`src/rtl/alu_seq16.sv`:
```
// alu_seq16: sequences 16-bit ADD/SUB/INC/DEC through an external 8-bit ALU in two passes.
// It drives the low byte first, then the high byte; the high pass uses ADC/SBC so the ALU consumes the low-pass carry.
// Latency: o_done pulses 3 edges after the accepting edge (2 for INC16/DEC16 with no low carry when GB80_SEQ16_SHORTCUT_EN is defined).
// Backpressure: i_start is accepted only in IDLE and ignored while o_busy is high; there is no output stall.
// Ports: i_clk/i_rst (async, active-high); i_start/i_op/i_opa/i_opb/i_flags_in form the request;
//        o_alu_a/o_alu_b/o_alu_ctrl drive the ALU; i_alu_data/i_alu_flags are its combinational result;
//        o_busy/o_done/o_result/o_flags report status and the registered result.
// Optional macro: GB80_SEQ16_SHORTCUT_EN skips the high pass of INC16/DEC16 when the low pass gives no carry or borrow.
module alu_seq16 #(
  parameter int DATA_WIDTH   = 8,  // only 8 is supported
  parameter int OPCODE_WIDTH = 3
) (
  input  logic                    i_clk,
  input  logic                    i_rst,
  input  logic                    i_start,
  input  logic [1:0]              i_op,
  input  logic [2*DATA_WIDTH-1:0] i_opa,
  input  logic [2*DATA_WIDTH-1:0] i_opb,
  input  logic [7:0]              i_flags_in,
  output logic [DATA_WIDTH-1:0]   o_alu_a,
  output logic [DATA_WIDTH-1:0]   o_alu_b,
  output logic [OPCODE_WIDTH-1:0] o_alu_ctrl,
  input  logic [DATA_WIDTH-1:0]   i_alu_data,
  input  logic [7:0]              i_alu_flags,
  output logic                    o_busy,
  output logic                    o_done,
  output logic [2*DATA_WIDTH-1:0] o_result,
  output logic [7:0]              o_flags
);

  localparam logic [1:0] OP_ADD16 = 2'b00;
  localparam logic [1:0] OP_SUB16 = 2'b01;

  localparam logic [OPCODE_WIDTH-1:0] CTRL_ADD = OPCODE_WIDTH'(0);
  localparam logic [OPCODE_WIDTH-1:0] CTRL_ADC = OPCODE_WIDTH'(1);
  localparam logic [OPCODE_WIDTH-1:0] CTRL_SUB = OPCODE_WIDTH'(2);
  localparam logic [OPCODE_WIDTH-1:0] CTRL_SBC = OPCODE_WIDTH'(3);

  localparam int FLAG_H = 5;
  localparam int FLAG_C = 4;

  typedef enum logic [1:0] {S_IDLE, S_LO, S_HI, S_DONE} state_t;

  state_t                  state_q, state_d;
  logic [1:0]              op_q, op_d;
  logic [2*DATA_WIDTH-1:0] opa_q, opa_d;
  logic [2*DATA_WIDTH-1:0] opb_q, opb_d;
  logic [3:0]              fin_q, fin_d;     // Z,N,H,C of the incoming F register
  logic [DATA_WIDTH-1:0]   lo_q, lo_d;       // low result byte from the first pass
  logic [2*DATA_WIDTH-1:0] result_q, result_d;
  logic [7:0]              flags_q, flags_d;

  logic is_sub;   // SUB16 / DEC16
  logic is_step;  // INC16 / DEC16: second operand is the constant 1
  logic hi_h, hi_c;

  // Only H and C of the ALU flags matter here; Z is recomputed over all 16 bits.
  logic unused_alu_flags;
  assign unused_alu_flags = ^{i_alu_flags[7:6], i_alu_flags[3:0]};

  // The opcode encoding splits cleanly: bit 0 selects subtract, bit 1 selects +/-1.
  assign is_sub  = op_q[0];
  assign is_step = op_q[1];
  assign hi_h    = i_alu_flags[FLAG_H];
  assign hi_c    = i_alu_flags[FLAG_C];

  always_comb begin
    state_d    = state_q;
    op_d       = op_q;
    opa_d      = opa_q;
    opb_d      = opb_q;
    fin_d      = fin_q;
    lo_d       = lo_q;
    result_d   = result_q;
    flags_d    = flags_q;
    o_alu_a    = '0;
    o_alu_b    = '0;
    o_alu_ctrl = '0;

    case (state_q)
      S_IDLE: begin
        if (i_start) begin
          state_d = S_LO;
          op_d    = i_op;
          opa_d   = i_opa;
          opb_d   = i_opb;
          fin_d   = i_flags_in[7:4];
        end
      end

      S_LO: begin
        o_alu_a    = opa_q[DATA_WIDTH-1:0];
        o_alu_b    = is_step ? DATA_WIDTH'(1) : opb_q[DATA_WIDTH-1:0];
        o_alu_ctrl = is_sub ? CTRL_SUB : CTRL_ADD;
        lo_d       = i_alu_data;
        state_d    = S_HI;
`ifdef GB80_SEQ16_SHORTCUT_EN
        // No carry/borrow out of the low byte: the high byte passes through unchanged.
        if (is_step && !hi_c) begin
          state_d  = S_DONE;
          result_d = {opa_q[2*DATA_WIDTH-1:DATA_WIDTH], i_alu_data};
          flags_d  = {fin_q, 4'b0000};
        end
`endif
      end

      S_HI: begin
        // The ALU's own flag path supplies the carry recorded at the end of the low pass.
        o_alu_a    = opa_q[2*DATA_WIDTH-1:DATA_WIDTH];
        o_alu_b    = is_step ? '0 : opb_q[2*DATA_WIDTH-1:DATA_WIDTH];
        o_alu_ctrl = is_sub ? CTRL_SBC : CTRL_ADC;
        state_d    = S_DONE;
        result_d   = {i_alu_data, lo_q};
        case (op_q)
          // ADD16 leaves Z as it was in F; SUB16 computes Z over the full 16 bits.
          OP_ADD16: flags_d = {fin_q[3], 1'b0, hi_h, hi_c, 4'b0000};
          OP_SUB16: flags_d = {(i_alu_data == '0) && (lo_q == '0), 1'b1, hi_h, hi_c, 4'b0000};
          default:  flags_d = {fin_q, 4'b0000};
        endcase
      end

      S_DONE: begin
        state_d = S_IDLE;
      end

      default: begin
        state_d = S_IDLE;
      end
    endcase
  end

  always_ff @(posedge i_clk or posedge i_rst) begin
    if (i_rst) begin
      state_q  <= S_IDLE;
      op_q     <= '0;
      opa_q    <= '0;
      opb_q    <= '0;
      fin_q    <= '0;
      lo_q     <= '0;
      result_q <= '0;
      flags_q  <= '0;
    end else begin
      state_q  <= state_d;
      op_q     <= op_d;
      opa_q    <= opa_d;
      opb_q    <= opb_d;
      fin_q    <= fin_d;
      lo_q     <= lo_d;
      result_q <= result_d;
      flags_q  <= flags_d;
    end
  end

  assign o_busy   = (state_q != S_IDLE);
  assign o_done   = (state_q == S_DONE);
  assign o_result = result_q;
  assign o_flags  = flags_q;

endmodule

```
`config.mk`:
```
export PLATFORM = sky130hd
export DESIGN_NAME = alu_seq16
export DESIGN_NICKNAME = d
export VERILOG_FILES = /design/src/rtl/alu_seq16.sv
export SDC_FILE = /design/constraint.sdc
export NUM_CORES = 1
export LEC_CHECK = 0
export ABC_AREA = 1
export CORE_AREA = 2 2 72 74
export CTS_CLUSTER_DIAMETER = 150
export DETAILED_ROUTE_END_ITERATION = 10
export DIE_AREA = 0 0 74 76
export DONT_BUFFER_PORTS = 1
export PLACE_DENSITY = 0.78
export SKIP_CTS_REPAIR_TIMING = 1
export SLEW_MARGIN = 15
export SYNTH_ARGS = -nofsm -noshare
export SYNTH_HDL_FRONTEND = slang
export SYNTH_SLANG_ARGS = --single-unit
```
`constraint.sdc`:
```
create_clock -name i_clk -period 3.5 [get_ports i_clk]
set_input_delay 0.7 -clock i_clk [delete_from_list [all_inputs] [get_ports i_clk]]
set_output_delay 0.7 -clock i_clk [all_outputs]
set_load 0.005 [all_outputs]
```
**Yosys cells after proc, flatten, opt, wreduce, memory -nomap -nowiden**

Cells that the tools add are included.

- Register bits after elaboration: 72
- Input port bits: 61
- Output and inout port bits: 45
- Logic and storage cells: 30

- Equal/unequal tests: 5
- Multiplexer cells: 10
- Reductions and logical operators: 7

Operator list:

| kind | number |
|---|---|
| case mux 8 bit (2 select lines) | 3 |
| logical NOT 8 bit | 2 |
| two-way mux 8 bit | 2 |
| case mux 2 bit (4 select lines) | 1 |
| two-way mux 2 bit | 3 |
| equality test 2 x 1 -> 1 bit, second input constant | 2 |
| equality test 2 bit, second input constant | 2 |
| logical NOT 2 bit | 2 |
| case mux 2 bit (2 select lines) | 1 |
| != test 2 bit, second input constant | 1 |
| AND reduction 2 bit | 1 |
| nonzero test 2 bit | 1 |
| logical AND 1 bit | 1 |

**Longest topological paths before layout**

Gate-level depths: netlist of the first run.

- Depth after elaboration: 3
- Depth in mapped cells: 7
- Depth with buffers taken out: 6

**Least setup slack after synthesis of the first run**

OpenSTA, ideal clock, no wires.

- Path type: flip-flop to output port
- From: register state_q[0]
- To: output o_alu_b[5]
- Data arrival time: 1.212 ns
- Data required time: 2.800 ns
- Setup slack: 1.588 ns
- Stages on the path, launching flop included: 7
- Buffers on the path: 2
- Cell sequence: dfrtp_1 inv_1 ha_1 buf_2 buf_2 nand2_1 a21oi_1

- Longest elaborated chain between the ends: 2
- Elaborated cells on any way between the ends: 3
- Classes of those cells: 2 x eq/ne; 1 x mux

RTL lines:

| item | RTL line | text |
|---|---|---|
| from (decl) | 44 | `state_t state_q, state_d;` |
| from (signal assigned) | 143 | `state_q <= state_d;` |
| equality test 2 bit or equality test 2 x 1 -> 1 bit (tied branches) | 80 | `case (state_q)` |
| case mux 8 bit (2 select lines) (*) | 80 |  |
| to (decl) | 21 | `output logic [DATA_WIDTH-1:0] o_alu_b,` |

Every way passes the cells marked *; elsewhere a longest branch is shown, timed or not.

**Final worst setup path of the first run**

- From: register state_q[1]
- To: output o_alu_b[4]

Same word-level chain as after synthesis.

==> results of run 1 <==
power breakdown:
part / leakage, nW / switching (W) / internal (W)
clock network: 0.111 / 0.000282 / 0.000435
logic: 0.636 / 0.000629 / 0.000474
registers: 0.817 / 0.000247 / 0.00119
registers in the layout, indices dropped and copies added, names as in the netlist:
| signal | cells |
|---|---|
| fin_q | 4 |
| lo_q | 8 |
| o_flags | 4 |
| o_result | 16 |
| op_q | 2 |
| opa_q | 16 |
| opb_q | 16 |
| state_q | 2 |
metrics by stage:
| stage | std cells | utilization (%) |
|---|---|---|
| 2_1_floorplan | 298 | - |
| 3_3_place_gp | 352 | 61.7 |
| 3_5_place_dp | 352 | 61.7 |
| 4_1_cts | 367 | 66.3 |
| 5_1_grt | 367 | 66.3 |
| 6_report | 367 | 66.3 |
final cells by class:
type / instances / area share [%]
Multi-Input combinational cell: 194 / 35.4
Sequential cell: 68 / 52.3
Clock buffer: 11 / 4.65
Timing Repair Buffer: 4 / 0.922
Clock inverter: 4 / 2.23
Tap cell: 70 / 2.69
Inverter: 16 / 1.84
metal layers:
metal | global-route usage [%] | part of all wire [%] | up-vias
met5 | 0 | 0 | -
met4 | 9.64 | 1.8 | 0
met3 | 8.73 | 8.6 | 12
met2 | 34.8 | 48 | 81
met1 | 28.6 | 42 | 952
li1 | - | - | 944
cell usage after synthesis:
cell	number	area, µm²
nand2_1	80	300
dfrtp_1	68	1700
mux2_2	29	327
o21ai_0	18	90.1
nand3_1	17	85.1
nor2_1	17	63.8
inv_1	16	60.1
a21oi_1	11	55.1
buf_2	9	45.0
mux2_4	8	120
buf_4	5	37.5
ha_1	5	62.6
clkbuf_1	4	15.0
buf_6	2	22.5
a21boi_0	1	7.51
a22oi_1	1	7.51
a31oi_1	1	6.26
conb_1	1	3.75
o22ai_1	1	6.26
worst max-delay path by stage:
stage,startpoint,endpoint,slack [ns],depth (start not counted)
detailed placement,state_q[0],o_alu_b[4],1.02,4
global route,state_q[1],o_alu_b[4],0.48,4
finish,state_q[1],o_alu_b[4],0.69,4
global placement,state_q[1],o_alu_b[7],1.08,4
CTS,state_q[0],o_alu_b[4],0.67,4
floorplan,i_rst,fin_q[0],1.09,1
cells by family (layout without fill, tap and decap cells):
group | after synthesis | after routing | share of synthesized area [%]
buffers and inverters | 36 | 35 | 5.97
other | 1 | 5 | 0.124
and+or+nand+nor | 114 | 114 | 14.9
DFF | 68 | 68 | 56.4
muxes | 37 | 37 | 14.8
AOI/OAI and AO/OA | 33 | 33 | 5.72
adders and majority gates | 5 | 5 | 2.07
cells in the final DEF (no fill, tap or decap), drive strengths merged:
cell      count
clkinvlp      1
clkbuf       11
buf           4
mux2         37
nand3        17
o22ai         1
a22oi         1
clkinv        1
a21oi        11
nor2         17
inv          16
ha            5
bufinv        2
conb          5
dfrtp        68
a31oi         1
o21ai        18
nand2        80
a21boi        1
==> metrics.txt, run 1 <==
dpl cell area slightly above 3000 µm²; Synth Instances approximately 290; measured slew at the worst slew-check pin between 0.9 and 1 ns; clock sinks 68; share of layout cells above drive strength 1 between 10% and 20%; Die Ht ~76 µm; CP endpoint kind primary output; area of the die between 5000 and 6000 µm²; slowest stage delay, CP approximately 0.69 ns; Setup Skew about 0.005 ns; Total GRT Usage between 20% and 30%; fin crit share 80.3%; diode count 0; largest net degree at the start of global routing between 40 and 50; initial core utilization 61.4%; R2R Setup Slk around 1.5 ns; cells along the critical path inv_1, ha_1, nand2_1, a21oi_1; CTS tree yes; final wirelength 5830 µm; final hold violations 0; RSZ-0062 raised after global routing false; Hold Crit Class in -> async; Buf/Inv on CP 1; fin. max-slew vios 0; max_slew headroom between 30% and 40%; Clock Tree Root clkbuf_8; Worst-Skew Late Latency 0.34 ns; Reg2Reg Depth 6; CP max FO 20; Clock Tree Buf Depth 2; reg-to-reg endpoint o_flags[7]; #FFs+latches synth 68; antenna-violating nets left 0; post-route setup slack slightly below 0.7 ns; Pwr per Cell Area roughly 1000 nW/µm²; Multi-input gate area approximately 1200 µm²; Pre-antenna DRT Iters 4; post-synth cell types 19; Die X approximately 74 µm; Hold Worst Slack a little over 0.4 ns; Rows 26; count of final setup violators 0; required time of the critical path 2.80 ns; routed length per instance around 16 µm; Core ar. around 4900 µm²; Area Growth Syn to Fin 7.92%; grt ovf 0; total CTS buffers 9; Leakage around 1.6 nW; fmax about 360 MHz; syn_area_per_cell approximately 10 µm²; # fillers between 300 and 400; global-route wire length before repair between 9000 and 10000 µm; Ports around 110; routability cong. roughly 0.76; CP arrival between 2 and 2.5 ns; status complete, no violations; Netlist Area Pre-Place slightly above 3000 µm²; crit path launch type flop; DR vias/cell around 5.4; pre-CTS setup slack 1.02 ns; DRT iter0 DRCs 105; sequential cell area approximately 1700 µm²; fin nets ~360; H-tree levels 3; cell area after layout around 3300 µm²; DRC viols 0; port bufs 0; Slowest-stage cell, CP ha_1; CP Class reg -> out; MaxCap Viol Count 0; Reg-to-Reg Start state_q[0]; setup TNS 0 ns; vias in the first global route 2088; post-synthesis sequential area ratio a little under three fifths; HPWL after DPL ~4000 µm; vias after detailed routing ~2000; Max rail drop VDD between 0.5 and 0.6 mV; Tot Pwr approximately 0.0033 W; Synthesis Warnings 0; initial antenna violation count 0; Reg clk slew, reported paths around 0.070 ns; delay-heaviest family, CP adder cells; post-route minimum period roughly 2.8 ns
Note: power is estimated with default switching activity, not from simulation.
==> run 2: changes to the inputs <==
--- a/config.mk
+++ b/config.mk
@@ -6,12 +6,12 @@
 export NUM_CORES = 1
 export LEC_CHECK = 0
 export ABC_AREA = 1
-export CORE_AREA = 2 2 72 74
+export CORE_AREA = 2 2 73 75
 export CTS_CLUSTER_DIAMETER = 150
 export DETAILED_ROUTE_END_ITERATION = 10
-export DIE_AREA = 0 0 74 76
+export DIE_AREA = 0 0 75 77
 export DONT_BUFFER_PORTS = 1
-export PLACE_DENSITY = 0.78
+export PLACE_DENSITY = 0.76
 export SKIP_CTS_REPAIR_TIMING = 1
 export SLEW_MARGIN = 15
 export SYNTH_ARGS = -nofsm -noshare
==> constraint.sdc (replaced) <==
create_clock -name i_clk -period 2.8 [get_ports i_clk]
set_input_delay 0.56 -clock i_clk [delete_from_list [all_inputs] [get_ports i_clk]]
set_output_delay 0.56 -clock i_clk [all_outputs]
set_load 0.005 [all_outputs]
==> run 2 against run 1 <==
  * Clock skew is 0.0018 ns higher
  * Clock power is 5.4% lower
  * Worst setup slack worse by 0.16 ns
  * Global-route usage is 1.6 points lower
  * Critical path depth stayed put
  * Sequential cell count stayed put
  * Sequential power is 24% higher
  * Total power is 18% higher
  * Largest power group unchanged
  * Highest routed layer unchanged
==> metrics.txt, run 2 (synthesis results as in run 1) <==
R2R Setup Slk 0.84 ns (-0.61 ns); final hold violations 0 (unchanged); DRC viols 0 (unchanged); Pwr per Cell Area 1200 nW/µm² (+20%); routed length per instance 15.0 µm (-5.7%); largest net degree at the start of global routing 40 (-9.1%); Clock Tree Buf Depth 2 (unchanged); share of layout cells above drive strength 1 19.3% (-0.26 points); DR vias/cell 5.24 (-3.3%); Core ar. 4980 µm² (+1.3%); measured slew at the worst slew-check pin 0.943 ns (-0.0224 ns); max_slew headroom 36.9% (+1.5 points); Rows 26 (unchanged); grt ovf 0 (unchanged); # fillers 403 (+7.2%); RSZ-0062 raised after global routing false; setup TNS 0 ns (unchanged); Area Growth Syn to Fin 6.64%; leading cell types in the layout, fill and taps excluded 79 x nand2_1, 68 x dfrtp_1, 29 x mux2_2, 18 x o21ai_0; Die X 75 µm (+1.4%); global-route wire length before repair 9090 µm (-6.1%); crit path launch type flop; area of the die 5780 µm² (+2.7%); MaxCap Viol Count 0 (unchanged); Reg clk slew, reported paths 0.07 ns (about the same); port bufs 0 (unchanged); H-tree levels 3 (unchanged); Clock Tree Root clkbuf_8; Total GRT Usage 21.2% (-1.6 points); Ports 106 (unchanged); most common cell after layout, fill and taps aside nand2_1; Leakage 1.55 nW (-0.76%); antenna-violating nets left 0 (unchanged); clock sinks 68 (unchanged); fin. max-slew vios 0 (unchanged); Die Ht 77 µm (+1.3%); CTS tree yes; HPWL after DPL 3900 µm (-3.7%); Hold Worst Slack 0.238 ns (-0.173 ns); routability cong. 0.734 (-3.0%); Hold Crit Class in -> async; Pre-antenna DRT Iters 4 (unchanged); CP endpoint kind primary output; diode count 0 (unchanged); fin crit share 81.1%; vias in the first global route 2071 (-0.81%); post-route minimum period approximately 2.3 ns; vias after detailed routing 1945 (-2.2%); status complete, no violations; total CTS buffers 9 (unchanged); initial core utilization 60.6% (-0.80 points); CP Class reg -> out; required time of the critical path 2.24 ns (-0.56 ns); initial antenna violation count 0 (unchanged); Reg2Reg Depth 4 (-2); Setup Skew 0.00695 ns (+0.00183 ns); fin nets 362 (+0.84%); fmax 440 MHz; count of final setup violators 0 (unchanged); Worst-Skew Late Latency 0.34 ns (about the same); CP arrival 1.71 ns (-0.40 ns); CP max FO 8 (-60%); DRT iter0 DRCs 71 (-32%); final core utilization 64.6% (-1.6 points); Reg-to-Reg Start state_q[0]; Max rail drop VDD 0.709 mV (+24%); reg-to-reg endpoint op_q[0]; final wirelength 5560 µm (-4.7%)
==> run 2: power breakdown <==
group / internal [W] / switching (W) / leakage (nW)
Clock: 0.000344 / 0.000332 / 0.0844
Combinational: 0.000622 / 0.000770 / 0.651
Sequential: 0.00148 / 0.000295 / 0.817
==> run 2: final cells by class <==
cell class / count / area, µm² / share of cell area (%)
sequential: 68 / 1700 / 52.9
multi-input combinational: 194 / 1150 / 35.8
clock buffer: 14 / 153 / 4.75
tap: 70 / 87.6 / 2.72
inverter: 16 / 60.1 / 1.87
timing repair buffer: 7 / 52.6 / 1.63
clock inverter: 2 / 10.0 / 0.311
==> run 2: how the worst max path moves through the flow <==
stage	from	slack [ns]	to
after global routing	state_q[0]	0.37	o_alu_b[7]
after CTS	state_q[0]	0.48	o_alu_b[7]
after floorplan	i_rst	0.53	fin_q[0]
after detailed placement	state_q[0]	0.84	op_q[0]
after global placement	state_q[1]	0.85	o_alu_b[7]
final	state_q[0]	0.53	o_alu_b[7]
==> run 2: worst max-delay path, cell delays in order, from the launching register on <==
cell and delay, ns:
dfrtp_1 0.38, inv_1 0.10, ha_1 0.44, nand2_1 0.22, a21oi_1 0.24
==> run 2: per-layer routing <==
metal / routed length, µm / up-vias / track usage [%]
li1: - / 953 / -
met1: 2330 / 902 / 24.8
met2: 2520 / 76 / 32.8
met3: 542 / 14 / 7.88
met4: 158 / 0 / 12.0
met5: 0 / - / 0
==> run 2: stage by stage <==
step	setup slack (ns)	instance area [µm²]	power [W]	instances
after floorplan	0.528	3030	0.00289	298
after CTS	0.483	3220	0.00390	371
final	0.530	3220	0.00385	371
after detailed placement	0.836	3050	0.00321	355
after global placement	0.854	3050	0.00315	355
after global routing	0.368	3220	0.00419	371
==> run 3: changes to the inputs <==
--- a/config.mk
+++ b/config.mk
@@ -6,12 +6,12 @@
 export NUM_CORES = 1
 export LEC_CHECK = 0
 export ABC_AREA = 1
-export CORE_AREA = 2 2 73 75
+export CORE_AREA = 2 2 77 79
 export CTS_CLUSTER_DIAMETER = 150
 export DETAILED_ROUTE_END_ITERATION = 10
-export DIE_AREA = 0 0 75 77
+export DIE_AREA = 0 0 79 81
 export DONT_BUFFER_PORTS = 1
-export PLACE_DENSITY = 0.76
+export PLACE_DENSITY = 0.72
 export SKIP_CTS_REPAIR_TIMING = 1
 export SLEW_MARGIN = 15
 export SYNTH_ARGS = -nofsm -noshare
==> constraint.sdc (replaced) <==
create_clock -name i_clk -period 2 [get_ports i_clk]
set_input_delay 0.4 -clock i_clk [delete_from_list [all_inputs] [get_ports i_clk]]
set_output_delay 0.4 -clock i_clk [all_outputs]
set_load 0.005 [all_outputs]
==> run 3 against run 2 <==
  * Combinational power grew 58%
  * Utilization fell by 5.8 points
  * Critical path depth up 1
  * Highest routed layer unchanged
  * Sequential cell count is the same
  * Via count grew 1.6%
  * Critical endpoint is now o_alu_b[6]
  * Worst setup slack got worse by 0.45 ns
==> metrics.txt, run 3 (synthesis results as in run 1) <==
status complete, no violations; slowest stage delay, CP 0.40 ns (-0.04 ns); Buf/Inv on CP 2 (+1); # fillers 499 (+24%); global-route wire length before repair 9160 µm (+0.68%); cell area after layout 3340 µm² (+3.9%); most common cell after layout, fill and taps aside nand2_1; reg-to-reg endpoint opb_q[6]; DRC viols 0 (unchanged); R2R Setup Slk 0.42 ns (-0.42 ns); Crit. path cell count 5 (+1); Area Growth Syn to Fin 10.7%; CP arrival 1.52 ns (-0.19 ns); final wirelength 5720 µm (+3.0%); final hold violations 0 (unchanged); Core ar. 5680 µm² (+14%); Slowest-stage cell, CP dfrtp_1; HPWL after DPL 3880 µm (-0.52%); setup TNS 0 ns (unchanged); post-route minimum period about 1.9 ns; Reg2Reg Depth 5 (+1); share of layout cells above drive strength 1 24.0% (+4.7 points); power share of the clock group 17.0% (-0.6 points); Leakage 1.57 nW (+1.2%); initial antenna violation count 0 (unchanged); CTS tree yes; Pre-antenna DRT Iters 4 (unchanged); fin. max-slew vios 0 (unchanged); logic gate share of total power 38.7% (+2.5 points); Pwr per Cell Area 1690 nW/µm² (+41%); CP max FO 7 (-1); required time of the critical path 1.60 ns (-0.64 ns); Max rail drop VDD 0.802 mV (+13%); Die Ht 81 µm (+5.2%); dpl cell area 3100 µm² (+1.6%); NetSw 0.00207 W (+48%); vias in the first global route 1931 (-6.8%); Setup Skew 0.00660 ns (-0.000349 ns); Reg clk slew, reported paths 0.07 ns (about the same); cells along the critical path inv_1, ha_4, buf_4, nand2_1, a21oi_2; port bufs 0 (unchanged); count of final setup violators 0 (unchanged); grt ovf 0 (unchanged); CP endpoint kind primary output; Reg power frac 44.3% (-1.9 points); Setup crit end o_alu_b[6]; area of the die 6400 µm² (+11%); MaxCap Viol Count 0 (unchanged); cell-internal power 0.00358 W (+46%); Ports 106 (unchanged); fin crit share between 90% and 100%; Clock Tree Buf Depth 2 (unchanged); fmax roughly 520 MHz; Multi-input gate area 1210 µm² (+4.8%); largest net degree at the start of global routing 69 (+73%); antenna-violating nets left 0 (unchanged); Clock Tree Root clkbuf_8; sequential cell area 1700 µm² (about the same); vias after detailed routing 1977 (+1.6%); initial core utilization 53.2% (-7.5 points); Reg-to-Reg Start state_q[1]; delay-heaviest family, CP flip-flops; total CTS buffers 9 (unchanged); Worst-Skew Late Latency 0.33 ns (about the same); routability cong. 0.721 (-1.8%); Hold Crit Class in -> async; routed length per instance 15.1 µm (+0.80%); DRT iter0 DRCs 54 (-24%); leading cell types in the layout, fill and taps excluded 78 x nand2_1, 67 x dfrtp_1, 29 x mux2_2, 18 x o21ai_0; Total GRT Usage 19.1% (-2.0 points); Die X 79 µm (+5.3%); H-tree levels 3 (unchanged); CP Class reg -> out; fin nets 365 (+0.83%); Rows 28 (+7.7%); diode count 0 (unchanged); DR vias/cell 5.22 (-0.50%); clock sinks 68 (unchanged); crit path launch type flop; Critical path origin state_q[1]; switching share of power 36.6% (+0.27 points)
[run 3: how the worst min path moves through the flow]
| stage | to | depth (start not counted) | slack, ns | startpoint |
|---|---|---|---|---|
| after CTS | opb_q[0] | 2 | 0.04 | i_rst |
| final | o_result[6] | 2 | 0.03 | i_rst |
| after global routing | o_flags[5] | 2 | 0.05 | i_rst |
| after floorplan | lo_q[0] | 2 | 0.46 | lo_q[0] |
| after detailed placement | o_result[5] | 2 | 0.40 | i_rst |
| after global placement | o_result[13] | 2 | 0.40 | i_rst |
[run 3: final cells by class]
cell class	count	share of cell area (%)
clock buffers	14	4.57
clock inverters	2	0.300
inverters	16	1.99
multi-input cells	194	36.1
flip-flops and latches	68	51.0
well taps	75	2.81
repair buffers	10	3.22
[run 3: per-layer routing]
layer	GRT usage (%)	routed length [µm]	vias to the layer above
li1	-	-	956
met1	23.1	2440	946
met2	29.7	2660	65
met3	8.22	501	10
met4	9.31	122	0
met5	0	0	-
[run 3: power by group through the flow]
stage / Combinational (W) / Clock (W) / Sequential (W)
4_1_cts: 0.00206 / 0.000987 / 0.00250
3_5_place_dp: 0.00205 / 0 / 0.00252
3_3_place_gp: 0.00200 / 0 / 0.00248
2_1_floorplan: 0.00165 / 0 / 0.00240
6_report: 0.00219 / 0.000963 / 0.00250
5_1_grt: 0.00248 / 0.00104 / 0.00259
[run 3: metrics by stage]
step | util, % | total power (W) | setup slack [ns] | cells | hold WS [ns]
3_5_place_dp | 54.7 | 0.00457 | 0.273 | 362 | 0.396
3_3_place_gp | 54.7 | 0.00448 | 0.298 | 362 | 0.396
5_1_grt | 58.9 | 0.00612 | -0.0135 | 379 | 0.0462
2_1_floorplan | - | 0.00405 | 0.388 | 298 | 0.464
4_1_cts | 57.6 | 0.00554 | -0.0907 | 378 | 0.0376
6_report | 58.9 | 0.00565 | 0.0839 | 379 | 0.0309
